### config.mk
export PLATFORM = sky130hd
export DESIGN_NAME = conv_window_loader_flat
export DESIGN_NICKNAME = d
export VERILOG_FILES = /design/src/rtl/conv_window_loader_if.sv /design/src/rtl/conv_window_loader.sv /design/src/flat_wrapper.sv
export SDC_FILE = /design/constraint.sdc
export NUM_CORES = 1
export LEC_CHECK = 0
export CAP_MARGIN = 20
export CORE_ASPECT_RATIO = 0.8
export CORE_MARGIN = 8
export CORE_UTILIZATION = 44
export CTS_CLUSTER_DIAMETER = 50
export DETAILED_ROUTE_END_ITERATION = 10
export HOLD_SLACK_MARGIN = 0.03
export PLACE_DENSITY = 0.65
export SLEW_MARGIN = 15
export SYNTH_ARGS = -nofsm -noshare
export SYNTH_HDL_FRONTEND = slang
export SYNTH_SLANG_ARGS = --single-unit
### constraint.sdc
create_clock -name clk -period 4.4 [get_ports clk]
set_clock_uncertainty 0.15 [all_clocks]
set_input_delay 0.88 -clock clk [delete_from_list [all_inputs] [get_ports clk]]
set_output_delay 0.88 -clock clk [all_outputs]
set_load 0.01 [all_outputs]
### src/rtl/conv_window_loader_if.sv
// Sample stream into the convolution window loader: valid/ready handshake carrying one
// PIX_W-bit weight or pixel per transfer.
interface conv_window_loader_if #(
    parameter int unsigned PIX_W = 2
) ();
    logic             s_valid;
    logic             s_ready;
    logic [PIX_W-1:0] s_data;

    modport master (output s_valid, output s_data, input s_ready);
    modport slave  (input s_valid, input s_data, output s_ready);
endinterface

### src/rtl/conv_window_loader.sv
// Packs a serial stream of K*K filter weights followed by IMG*IMG pixels into flat words for the
// 3x3 convolution array. Optional sticky overflow flag ovf_o is enabled by CONV_LOADER_OVF_EN.
module conv_window_loader #(
    parameter int unsigned PIX_W       = 2,
    parameter int unsigned IMG         = 5,
    parameter int unsigned K           = 3,
    parameter int unsigned HOLD_CYCLES = 4
) (
    input  logic                       clk,
    input  logic                       rst_n,
    conv_window_loader_if.slave        s,
    input  logic                       filt_reload_i,
    output logic [IMG*IMG*PIX_W-1:0]   win_data_o,
    output logic [K*K*PIX_W-1:0]       filt_data_o,
    output logic                       win_valid_o,
`ifdef CONV_LOADER_OVF_EN
    output logic                       ovf_o,
`endif
    output logic                       busy_o
);

    localparam int unsigned NWin   = IMG * IMG;
    localparam int unsigned NFilt  = K * K;
    localparam int unsigned WinW   = NWin * PIX_W;
    localparam int unsigned FiltW  = NFilt * PIX_W;
    localparam int unsigned CntMax = (NWin > HOLD_CYCLES) ? NWin : HOLD_CYCLES;
    localparam int unsigned CntW   = $clog2(CntMax + 1);

    typedef enum logic [1:0] {StIdle, StLoadF, StLoadP, StHold} state_e;

    state_e            state_q;
    logic [CntW-1:0]   cnt_q;
    logic [FiltW-1:0]  filt_shadow_q, filt_data_q, filt_merged;
    logic [WinW-1:0]   win_shadow_q, win_data_q, win_merged;
    logic              win_valid_q;
    logic              s_ready_q;
    logic              busy_q;
    logic              xfer;
`ifdef CONV_LOADER_OVF_EN
    logic              ovf_q;
`endif

    assign xfer = s.s_valid && s_ready_q;

    // Shadow with the current sample merged in, so the final transfer publishes a complete word.
    always_comb begin
        filt_merged = filt_shadow_q;
        win_merged  = win_shadow_q;
        filt_merged[cnt_q*PIX_W +: PIX_W] = s.s_data;
        win_merged[cnt_q*PIX_W +: PIX_W]  = s.s_data;
    end

    always_ff @(posedge clk or negedge rst_n) begin
        if (!rst_n) begin
            state_q       <= StIdle;
            cnt_q         <= '0;
            filt_shadow_q <= '0;
            win_shadow_q  <= '0;
            filt_data_q   <= '0;
            win_data_q    <= '0;
            win_valid_q   <= 1'b0;
            s_ready_q     <= 1'b0;
            busy_q        <= 1'b0;
`ifdef CONV_LOADER_OVF_EN
            ovf_q         <= 1'b0;
`endif
        end else begin
            unique case (state_q)
                StIdle: begin
                    state_q   <= StLoadF;
                    s_ready_q <= 1'b1;
                    busy_q    <= 1'b1;
                end
                StLoadF: begin
                    if (xfer) begin
                        filt_shadow_q <= filt_merged;
                        if (cnt_q == CntW'(NFilt - 1)) begin
                            filt_data_q <= filt_merged;
                            cnt_q       <= '0;
                            state_q     <= StLoadP;
                        end else begin
                            cnt_q <= cnt_q + 1'b1;
                        end
                    end
                end
                StLoadP: begin
                    if (xfer) begin
                        win_shadow_q <= win_merged;
                        if (cnt_q == CntW'(NWin - 1)) begin
                            win_data_q <= win_merged;
                            cnt_q      <= '0;
                            s_ready_q  <= 1'b0;
                            state_q    <= StHold;
                        end else begin
                            cnt_q <= cnt_q + 1'b1;
                        end
                    end
                end
                StHold: begin
                    // First HOLD cycle exposes the window; win_valid follows one cycle later.
                    if (cnt_q == CntW'(HOLD_CYCLES)) begin
                        cnt_q       <= '0;
                        win_valid_q <= 1'b0;
                        s_ready_q   <= 1'b1;
                        state_q     <= filt_reload_i ? StLoadF : StLoadP;
                    end else begin
                        cnt_q       <= cnt_q + 1'b1;
                        win_valid_q <= 1'b1;
                    end
                end
                default: state_q <= StIdle;
            endcase
`ifdef CONV_LOADER_OVF_EN
            ovf_q <= ovf_q | (s.s_valid & ~s_ready_q);
`endif
        end
    end

    assign s.s_ready   = s_ready_q;
    assign win_data_o  = win_data_q;
    assign filt_data_o = filt_data_q;
    assign win_valid_o = win_valid_q;
    assign busy_o      = busy_q;
`ifdef CONV_LOADER_OVF_EN
    assign ovf_o       = ovf_q;
`endif

endmodule

### src/flat_wrapper.sv
// flat-port wrapper written by rule: the top's interface ports become plain ports
module conv_window_loader_flat 
#(
    parameter int unsigned PIX_W       = 2,
    parameter int unsigned IMG         = 5,
    parameter int unsigned K           = 3,
    parameter int unsigned HOLD_CYCLES = 4
)
  (clk, rst_n, filt_reload_i, win_data_o, filt_data_o, win_valid_o, busy_o, s_s_valid, s_s_data, s_s_ready);
  conv_window_loader_if #(.PIX_W(PIX_W)) s_i ();
  input  logic clk;
  input  logic rst_n;
  input  logic filt_reload_i;
  output logic [IMG*IMG*PIX_W-1:0] win_data_o;
  output logic [K*K*PIX_W-1:0] filt_data_o;
  output logic win_valid_o;
  output logic busy_o;
  input wire logic [$bits(s_i.s_valid)-1:0] s_s_valid;
  input wire logic [$bits(s_i.s_data)-1:0] s_s_data;
  output wire logic [$bits(s_i.s_ready)-1:0] s_s_ready;
  assign s_i.s_valid = s_s_valid;
  assign s_i.s_data = s_s_data;
  assign s_s_ready = s_i.s_ready;
  conv_window_loader #(.PIX_W(PIX_W), .IMG(IMG), .K(K), .HOLD_CYCLES(HOLD_CYCLES)) u_core (.clk(clk), .rst_n(rst_n), .s(s_i), .filt_reload_i(filt_reload_i), .win_data_o(win_data_o), .filt_data_o(filt_data_o), .win_valid_o(win_valid_o), .busy_o(busy_o));
endmodule
; Word-level counts from Yosys, hierarchy flattened
; Cells that the tools add are included.
[op_classes]
addsub = 2
mul = 0
div_mod_pow = 0
magnitude_cmp = 0
eq_ne = 11
shift = 4
mux = 20
bitwise = 0
n_reduce_logical = 11
[ops]
columns = operator, count
row1 = 50-bit bitwise mux, 1
row2 = 2-bit by 34-bit variable shift with 50-bit output (first input constant), 1
row3 = 2-bit by 34-bit indexed part select with 50-bit output, 1
row4 = 6-bit negation with 34-bit output, 1
row5 = 2-bit by 34-bit variable shift with 18-bit output (first input constant), 1
row6 = 2-bit by 34-bit indexed part select with 18-bit output, 1
row7 = 5-bit two-way mux, 5
row8 = 18-bit bitwise mux, 1
row9 = 5-bit case mux with 3 select lines, 1
row10 = 2-bit two-way mux, 6
row11 = 2-bit by 1-bit inequality test with 1-bit output (second input constant), 5
row12 = 3-bit AND reduction, 3
row13 = 2-bit case mux with 4 select lines, 1
row14 = 3-bit nonzero test, 2
row15 = 5-bit by 1-bit adder with 5-bit output (second input constant), 1
row16 = 5-bit by 3-bit == test with 1-bit output (second input constant), 1
row17 = 5-bit by 4-bit == test with 1-bit output (second input constant), 1
row18 = 5-bit == test (second input constant), 1
row19 = 5-bit AND reduction, 1
row20 = 2-bit == test (second input constant), 2
row21 = 1-bit two-way mux, 4
row22 = 2-bit AND reduction, 2
row23 = 4-bit AND reduction, 1
row24 = 1-bit case mux with 3 select lines, 1
row25 = 3 further kinds, 3
[word_totals]
ff_bits = 146
latch_bits = 0
mem_bits_rw = 0
mem_bits_ro = 0
input_bits = 6
output_inout_bits = 71
word_cells = 57
mem_count = 0

; Longest topological paths before layout
; Gate-level depths: netlist (run 1).
[depth]
depth_word = 4
depth_mapped = 12
mapped_depth_nobuf = 9

; Worst setup path before layout (run 1)
; No wires, ideal clock.
[synth_timing]
path_type = register to register
start = register u_core.cnt_q[0]
end = register u_core.win_shadow_q[42]
setup_time_ns = 0.127
arrival_time_ns = 2.436
required_time_ns = 4.123
path_slack_ns = 1.687
stages_incl_launch_ff = 11
n_path_buf = 3
period_less_slack_ns = 2.713
path_cell_list = dfrtp_1 buf_6 buf_2 inv_1 ha_1 clkbuf_1 xnor2_1 o32ai_2 a21bo_2 or4_4 mux2_1
[synth_via]
elab_chain_cells = 3
word_cells_on_any_way = 4
cone_classes = add/sub: 1 / shift: 2 / mux: 1
[synth_rtl]
columns = item, line
row1 = from (decl), conv_window_loader.sv:32  ; logic [CntW-1:0] cnt_q;
row2 = from (signal assigned), conv_window_loader.sv:82  ; cnt_q <= cnt_q + 1'b1;
row3 = from (signal assigned), conv_window_loader.sv:95  ; cnt_q <= cnt_q + 1'b1;
row4 = from (signal assigned), conv_window_loader.sv:107  ; cnt_q <= cnt_q + 1'b1;
row5 = 6-bit negation with 34-bit output *, conv_window_loader.sv:50  ; win_merged[cnt_q*PIX_W +: PIX_W] = s.s_data;
row6 = 2-bit by 34-bit indexed part select with 50-bit output / 2-bit by 34-bit variable shift with 50-bit output (equally long branches), conv_window_loader.sv:50
row7 = 50-bit bitwise mux *, conv_window_loader.sv:50
row8 = to (signal assigned), conv_window_loader.sv:88  ; win_shadow_q <= win_merged;
row9 = to (decl), conv_window_loader.sv:34  ; logic [WinW-1:0] win_shadow_q, win_data_q, win_merged;
; Mark *: on every way between the ends. The rest lies on a longest branch, timed or not.
; A chain may end at the register's enable or synchronous reset.

; Worst setup path in the final report (run 1)
[layout_timing]
start = register u_core.cnt_q[2]
end = register u_core.win_shadow_q[8]
; Same word-level chain as after synthesis.

==> flow_summary.json, run 1 <==
{
  "async_flop_share_pct": 100.0,
  "yosys.area.top_type": "dfrtp_1",
  "routedWlPerCell_um": 18.71,
  "clk_latency_ps": 410,
  "critical-path-top-delay-family": "flip-flops",
  "ys.flop_type": "dfrtp_1",
  "setup_viol_count_final": 0,
  "cp_num_buf_inv": 1,
  "synthCells": 590,
  "max-slew-margin-rel_pct": 42.00,
  "hp-start": "u_core.filt_data_o[11]",
  "drc": 0,
  "grt_overflow": 0,
  "die_w_um": 152.5,
  "drtPass1Iterations": 5,
  "placed_area_sq_mm": 0.007485,
  "synth_fp_nets": 600,
  "htree_levels": 4,
  "fmax_mhz": 305.2,
  "max_cap_viol_count": 0,
  "start_util_pct": 44.25,
  "area_delta_synth_final_pct": 24.16,
  "post-cts-setup-buffers": 0,
  "highest_layer": "met4",
  "leakagePower_nw": 3.736,
  "netlist_area_sq_mm": 0.006555,
  "power_density_mw_per_mm2": 365.6,
  "met2_length_mm": 7.181,
  "synth.area.top_cells": "dfrtp_1 56%, mux2_2 16%, nand2_1 4.4%",
  "ir_drop_mv": 0.2928,
  "yosysTopAreaCellShare_pct": 55.74,
  "hold_viol_final": 0,
  "cts_buffer_depth": 2,
  "place_ws_ps": 1138,
  "io_buffers": 76,
  "met1Wirelength_mm": 7.675,
  "layout_setup_ws_ps": 1123,
  "cts_inserted_buffers": 17,
  "cts_sinks": 146,
  "final_nets": 670,
  "dieHeight_um": 125.2,
  "grt_pass1_vias": 4878,
  "finalWirelength_mm": 16.13,
  "finalCriticalPeriod_ps": 3277,
  "critPathRequiredTime_ps": 4540,
  "dpl.hpwl_mm": 11.25,
  "tns_ps": 0,
  "drive_gt1_share_pct": 21.25,
  "slowest_stage": "dfrtp_1",
  "synth_edf_count": 0,
  "critical_path_class": "register to register",
  "worstPathCellList": "inv_1 -> and3_1 -> ha_1 -> nand2b_1 -> a2111oi_0 -> nand2_1 -> mux2_2",
  "max_stage_delay_ps": 710,
  "dr_wl_met3_mm": 1.011,
  "drt_iter0_drc": 393,
  "cp.arrival_ps": 3420,
  "cts-hold-fix-buffers": 0,
  "final_common_cell": "dfrtp_1",
  "ys_types": 46,
  "worst_slew_pin_slew_ps": 865.0,
  "rsz0062_at_grt": "false",
  "num_vias": 4830,
  "hold_class": "register to register",
  "fp.dieArea_sq_mm": 0.01908,
  "rows": 40,
  "synth_warnings": 0,
  "cts_tree": "built",
  "finalMaxSlewViolations": 0,
  "run_status": "finished clean",
  "coreArea_sq_mm": 0.01481,
  "viasPerCell": 5.603,
  "power.total_mw": 2.976,
  "grt_max_degree": 94,
  "post-route-period-util_pct": 74.47,
  "critPathLaunch": "u_core.cnt_q[2]",
  "cp-end-kind": "register",
  "reg2reg_from": "u_core.cnt_q[2]",
  "grt_pass1_wl_mm": 26.29,
  "final_cell_area_sq_mm": 0.008139,
  "ioPinCount": 77,
  "synth_seq_cells": 146,
  "avgSynthCellArea_sq_um": 11.11,
  "gp_congestion": 0.9302,
  "layout_common_cells": "146 x dfrtp_1, 92 x mux2_2, 77 x nand2_1",
  "grt_usage_pct": 17.11,
  "cp-start-kind": "register",
  "path_clk_slew_ps": 60,
  "cp_max_fo": 19,
  "ys_seq_area_share_pct": 55.74,
  "diodes": 0,
  "root_buffer": "clkbuf_16",
  "antenna_found_initial": 0,
  "final_antenna_net_count": 0,
  "cts-resized-gates": 0
}
per-stage QoR:
stage | util [%] | cells | hold slack, ps
3_5_place_dp | 50.52 | 830 | 305.4
4_1_cts | 54.94 | 862 | 318.3
6_report | 54.94 | 862 | 315.9
5_1_grt | 54.94 | 862 | 337.5
3_3_place_gp | 50.52 | 830 | 301.5
2_1_floorplan | - | 590 | 290.3
cell usage after synthesis (8+ instances only):
master    instances
clkbuf_1         24
a21oi_1           8
nand2b_1          8
dfrtp_1         146
mux2_2           92
o21ai_0          29
nand3_1          28
a31oi_1          24
nand2_1          77
nand4_1           8
nor3_1           10
nor2_1           50
and2_1            9
cell type report:
class,instances,area [sq um]
sequential,146,3654
timing repair buffer,85,842.1
clock buffer,23,478.0
multi-input combinational,404,2730
tap,189,236.5
clock inverter,9,176.4
fill,1242,6675
inverter,6,22.52
power breakdown:
part	internal [mW]	leakage [nW]	switching, mW
Combinational	0.00768	1.40	0.0340
Clock	1.05	0.317	0.540
Sequential	1.34	2.02	0
Total	2.40	3.74	0.574
per-layer routing:
metal	vias up	track usage (%)
met4	0	5.691
li1	2227	-
met5	-	0
met2	164	25.66
met1	2419	23.40
met3	20	4.923
cells by family (layout without fill, tap and decap cells):
kind of cell	Yosys count	after routing	share of synthesized area [%]
muxes	102	102	17.41
DFF	146	146	55.74
and+or+nand+nor	216	216	15.54
AOI/OAI and AO/OA	80	80	7.654
xor gates and xnor gates	2	2	0.2673
buffers and inverters	40	123	2.634
adders and majority gates	4	4	0.7635
sequential cells by signal (all words and copies together), names as in the netlist:
signal and cells:
u_core.win_valid_o 1, u_core.busy_o 1, u_core.filt_shadow_q 18, u_core.cnt_q 5, u_core.s.s_ready 1, u_core.filt_data_o 18, u_core.win_data_o 50, u_core.state_q 2
u_core.win_shadow_q 50
worst min-delay path: stages (launching register included):
cell and delay (ps):
dfrtp_1 340, nand2_1 50, nand2_1 50
path summary, 6_finish.rpt:
check                                                to  slack [ps]  cells after the start
min in group asynchronous         u_core.filt_data_o[9]         390                      1
worst max-delay path             u_core.win_shadow_q[8]        1120                      7
max in group asynchronous       u_core.win_shadow_q[24]        2820                      2
worst max register to register   u_core.win_shadow_q[8]        1120                      7
worst min register to register   u_core.filt_data_o[11]         320                      2
worst min-delay path             u_core.filt_data_o[11]         320                      2
(Power assumes the default switching activity.)
==> inputs of run 2 (changes only) <==
- PLACE_DENSITY: 0.65 -> 0.68
- clock period: 4.4 -> 2.8 ns (I/O delays scaled with it)
==> flow_summary.json, run 2 (synthesis results as in run 1) <==
{
  "switchingPower_uw": 938.8,
  "finalMaxSlewViolations": 0,
  "clk_latency_ps": 420,
  "antenna_found_initial": 0,
  "combPwrFrac_pct": 1.7,
  "max_stage_delay_ps": 520,
  "cts_tree": "built",
  "drt_iter0_drc": 412,
  "io_buffers": 76,
  "finalCriticalPeriod_ps": 2640,
  "met2_usage_pct": 27.51,
  "hold_viol_final": 0,
  "met3_usage_pct": 4.819,
  "clkPwrFrac_pct": 49.4,
  "max-slew-margin-rel_pct": 58.95,
  "final_nets": 696,
  "fp.dieArea_sq_mm": 0.01908,
  "setup_viol_count_final": 0,
  "cts_buffer_depth": 2,
  "hold_ws_ps": 318.8,
  "cts_sinks": 146,
  "gp_congestion": 0.8801,
  "root_buffer": "clkbuf_16",
  "htree_levels": 4,
  "rsz0062_at_grt": "false",
  "cp_max_fo": 12,
  "ir_drop_mv": 0.4150,
  "grt_max_degree": 67,
  "drc": 0,
  "grt_usage_pct": 17.79,
  "drive_gt1_share_pct": 24.03,
  "path_clk_slew_ps": 60,
  "slowest_stage": "dfrtp_1",
  "critPathRequiredTime_ps": 2960,
  "die_w_um": 152.5,
  "share_seq_of_total_power_pct": 48.9,
  "worst_slew_pin_slew_ps": 615.7,
  "worstPathCellList": "inv_1 -> and3_1 -> ha_1 -> nand2b_1 -> nor2_1 -> nand2_1 -> nor3_1 -> mux2_2",
  "run_status": "finished clean",
  "grt_pass1_vias": 5064,
  "num_vias": 4930,
  "diodes": 0,
  "viasPerCell": 5.552,
  "cp-end-kind": "register",
  "max_cap_viol_count": 0,
  "grt_pass1_wl_mm": 26.98,
  "grt_use_met1_pct": 22.84,
  "power_density_mw_per_mm2": 522.0,
  "tns_ps": 0,
  "grt_overflow": 0,
  "layout_common_cells": "146 x dfrtp_1, 92 x mux2_2, 77 x nand2_1",
  "dpl.hpwl_mm": 12.18,
  "start_util_pct": 44.25,
  "final_antenna_net_count": 0,
  "drtPass1Iterations": 5,
  "cts_inserted_buffers": 17,
  "area_delta_synth_final_pct": 26.17,
  "num-fill-cells": 1253,
  "final_common_cell": "dfrtp_1",
  "ioPinCount": 77,
  "critical-path-top-delay-family": "simple AND/OR/NAND/NOR gates",
  "routedWlPerCell_um": 18.62,
  "dieHeight_um": 125.2,
  "cp_num_buf_inv": 1,
  "busiest_layer": "met2",
  "post-route-period-util_pct": 94.30,
  "cp-start-kind": "register",
  "finalWirelength_mm": 16.54,
  "leakagePower_nw": 3.822,
  "cp.arrival_ps": 2800,
  "critical_path_class": "register to register",
  "hold_class": "register to register",
  "coreArea_sq_mm": 0.01481,
  "fmax_mhz": 378.7,
  "swShare_pct": 21.74,
  "p_int_mw": 3.379,
  "rows": 40
}
[run 2: changes by cell type in the layout (fill, tap and decap cells not counted), moves of 2 or more]
| cell | delta |
|---|---|
| buf_4 | +23 |
| clkbuf_8 | -2 |
| inv_6 | +2 |
| clkinvlp_4 | +2 |
| bufinv_16 | -4 |
| buf_12 | +2 |
[run 2: layout make-up]
class | instances | area, sq um | share of cell area (%)
flip-flops and latches | 146 | 3654 | 44.18
multi-input cells | 404 | 2738 | 33.10
repair buffers | 111 | 1065 | 12.87
clock buffers | 21 | 450.4 | 5.446
well taps | 189 | 236.5 | 2.859
clock inverters | 11 | 105.1 | 1.271
inverters | 6 | 22.52 | 0.2723
[run 2: power by group through the flow]
stage	registers, mW	logic, mW	clock network [mW]
after floorplan	2.15	0.00659	0
after global placement	2.15	0.0728	0
after detailed placement	2.15	0.0759	0
after CTS	2.11	0.0771	2.18
after global routing	2.11	0.0855	2.27
final	2.11	0.0740	2.13
[run 2: timing repair]
| item | in CTS | in global routing |
|---|---|---|
| hold buffers | 1 | 0 |
| setup endpoints to repair | 0 | 20 |
| hold endpoints to repair | 64 | 0 |
| resized for setup | 0 | 1 |
| buffers inserted | 0 | 0 |
[run 2: worst paths after layout]
check	from	endpoint	slack, ps	depth (start not counted)
worst max-delay path	u_core.cnt_q[2]	u_core.win_shadow_q[29]	160	8
worst min-delay path	u_core.filt_data_o[4]	u_core.filt_data_o[4]	320	2
worst max register to register	u_core.cnt_q[2]	u_core.win_shadow_q[29]	160	8
worst min register to register	u_core.filt_data_o[4]	u_core.filt_data_o[4]	320	2
max in group asynchronous	rst_n	u_core.win_data_o[38]	1290	3
min in group asynchronous	rst_n	u_core.filt_data_o[6]	550	2
[run 2: routing by layer]
metal	vias to the layer above	part of all wire (%)
met5	-	0
met3	40	6.2
met2	154	46
met4	0	2.6
met1	2465	45
li1	2271	-
[run 2: worst register-to-register path, cell delays in order (launching register included)]
cell and delay [ps]:
dfrtp_1 520, inv_1 120, and3_1 190, ha_1 230
nand2b_1 210, nor2_1 140, nand2_1 230, nor3_1 350
mux2_2 380
[run 2: per-stage QoR]
stage | setup slack, ps | area, sq um | utilization, % | cells | power (mW)
after global placement | 135.6 | 7697 | 51.96 | 855 | 2.221
after detailed placement | 55.33 | 7697 | 51.96 | 855 | 2.224
final | 159.6 | 8270 | 55.83 | 888 | 4.317
after floorplan | 86.79 | 6555 | - | 590 | 2.156
after global routing | 0.2449 | 8270 | 55.83 | 888 | 4.467
after CTS | 49.58 | 8263 | 55.78 | 888 | 4.367
==> inputs of run 3 (changes only) <==
- PLACE_DENSITY: 0.68 -> 0.78
==> flow_summary.json, run 3 (synthesis results as in run 1) <==
{
  "finalMaxSlewViolations": 0,
  "cts_tree": "built",
  "run_status": "finished clean",
  "stdcell_count": 887,
  "drtPass1Iterations": 5,
  "ioPinCount": 77,
  "routedWlPerCell_um": 18.74,
  "finalWirelength_mm": 16.62,
  "final_cell_area_sq_mm": 0.008346,
  "cpMostUsedCell": "ha_1",
  "drc": 0,
  "num-fill-cells": 1255,
  "place_ws_ps": 98.01,
  "multi_input_area_sq_mm": 0.002744,
  "tns_ps": 0,
  "critical_path_class": "register to register",
  "dp.cells": 857,
  "htree_levels": 4,
  "start_util_pct": 44.25,
  "cts_sinks": 146,
  "grt_pass1_wl_mm": 27.57,
  "hp-start": "u_core.filt_data_o[4]",
  "dieHeight_um": 125.2,
  "clk_latency_ps": 420,
  "placed_area_sq_mm": 0.007700,
  "layout_setup_ws_ps": 166.1,
  "die_w_um": 152.5,
  "drt_iter0_drc": 385,
  "max-slew-margin-rel_pct": 60.76,
  "num_vias": 4962,
  "critPathLaunch": "u_core.cnt_q[0]",
  "fmax_mhz": 379.7,
  "post-route-period-util_pct": 94.07,
  "diodes": 0,
  "hold_ws_ps": 313.9,
  "max_stage_delay_ps": 530,
  "rows": 40,
  "post-cts-setup-buffers": 0,
  "hold_class": "register to register",
  "final_common_cell": "dfrtp_1",
  "max_cap_viol_count": 0,
  "regArea_sq_mm": 0.003654,
  "grt_usage_pct": 17.96,
  "root_buffer": "clkbuf_16",
  "leakagePower_nw": 3.864,
  "viasPerCell": 5.594,
  "grt_pass1_vias": 5207,
  "cp.arrival_ps": 2790,
  "worstPathCellList": "inv_1 -> ha_1 -> and3_1 -> ha_1 -> nand2b_1 -> a2111oi_1 -> buf_4 -> nand2_1 -> mux2_2",
  "antenna_found_initial": 0,
  "cp_max_fo": 4,
  "hold_viol_final": 0,
  "gp_congestion": 0.8496,
  "setup_viol_count_final": 0,
  "rsz0062_at_grt": "true",
  "cp-end-kind": "register",
  "fp.dieArea_sq_mm": 0.01908,
  "path_clk_slew_ps": 50,
  "slowest_stage": "a2111oi_1",
  "critical-path-top-delay-family": "compound AO/OA/AOI/OAI gates",
  "critPathRequiredTime_ps": 2950,
  "finalCriticalPeriod_ps": 2634,
  "power_density_mw_per_mm2": 548.3,
  "power.total_mw": 4.576,
  "final_nets": 698,
  "layout_common_cells": "146 x dfrtp_1, 92 x mux2_2, 77 x nand2_1",
  "worst_slew_pin_slew_ps": 588.6,
  "cp-start-kind": "register",
  "area_delta_synth_final_pct": 27.31,
  "dpl.hpwl_mm": 12.17,
  "grt_overflow": 0,
  "final_antenna_net_count": 0,
  "fin_util_pct": 56.33,
  "io_buffers": 76,
  "ir_drop_mv": 0.4335,
  "grt_max_degree": 65,
  "cts_inserted_buffers": 17,
  "reg2reg_from": "u_core.cnt_q[0]",
  "cp_num_buf_inv": 2,
  "cts_buffer_depth": 2,
  "drive_gt1_share_pct": 24.79,
  "coreArea_sq_mm": 0.01481
}
run 3: cell type report:
type	instances	share of cell area, %
tap	189	2.834
timing repair buffer	113	12.79
inverter	6	0.2699
multi-input combinational	404	32.88
clock inverter	9	1.859
clock buffer	20	5.592
sequential	146	43.78
run 3: power by group:
part / internal (mW) / leakage, nW / switching [mW] / total, mW
clock network: 1.55 / 0.304 / 0.847 / 2.39
registers: 2.11 / 2.02 / 0 / 2.11
logic: 0.0167 / 1.54 / 0.0549 / 0.0715
total: 3.67 / 3.86 / 0.902 / 4.58
run 3: final timing paths:
kind                                      endpoint  slack [ps]  cells after the start
max reg2reg                 u_core.win_shadow_q[5]         170                      9
max                         u_core.win_shadow_q[5]         170                      9
min reg2reg                  u_core.filt_data_o[4]         310                      2
max in group asynchronous  u_core.win_shadow_q[22]        1180                      3
min                          u_core.filt_data_o[4]         310                      2
min in group asynchronous    u_core.filt_data_o[7]         550                      2
run 3: repair_timing:
item / in CTS / in global routing
endpoints found under the hold margin: 61 / 0
hold buffers: 1 / 0
setup endpoints to repair: 0 / 7
resized for setup: 0 / 4
run 3: metal layers:
layer | global-route usage, % | wire, um | vias up
li1 | - | - | 2283
met1 | 22.67 | 7457 | 2514
met2 | 29.18 | 7883 | 145
met3 | 5.542 | 1038 | 20
met4 | 5.517 | 241 | 0
met5 | 0 | 0 | -
run 3: worst reg2reg max path: cells and delay by family (launching register included):
family                     cells  cell delay (ps)
AOI/OAI and AO/OA              1              530
adders and majority gates      2              480
and+or+nand+nor                3              440
DFF                            1              340
buffers and inverters          2              280
muxes                          1              280
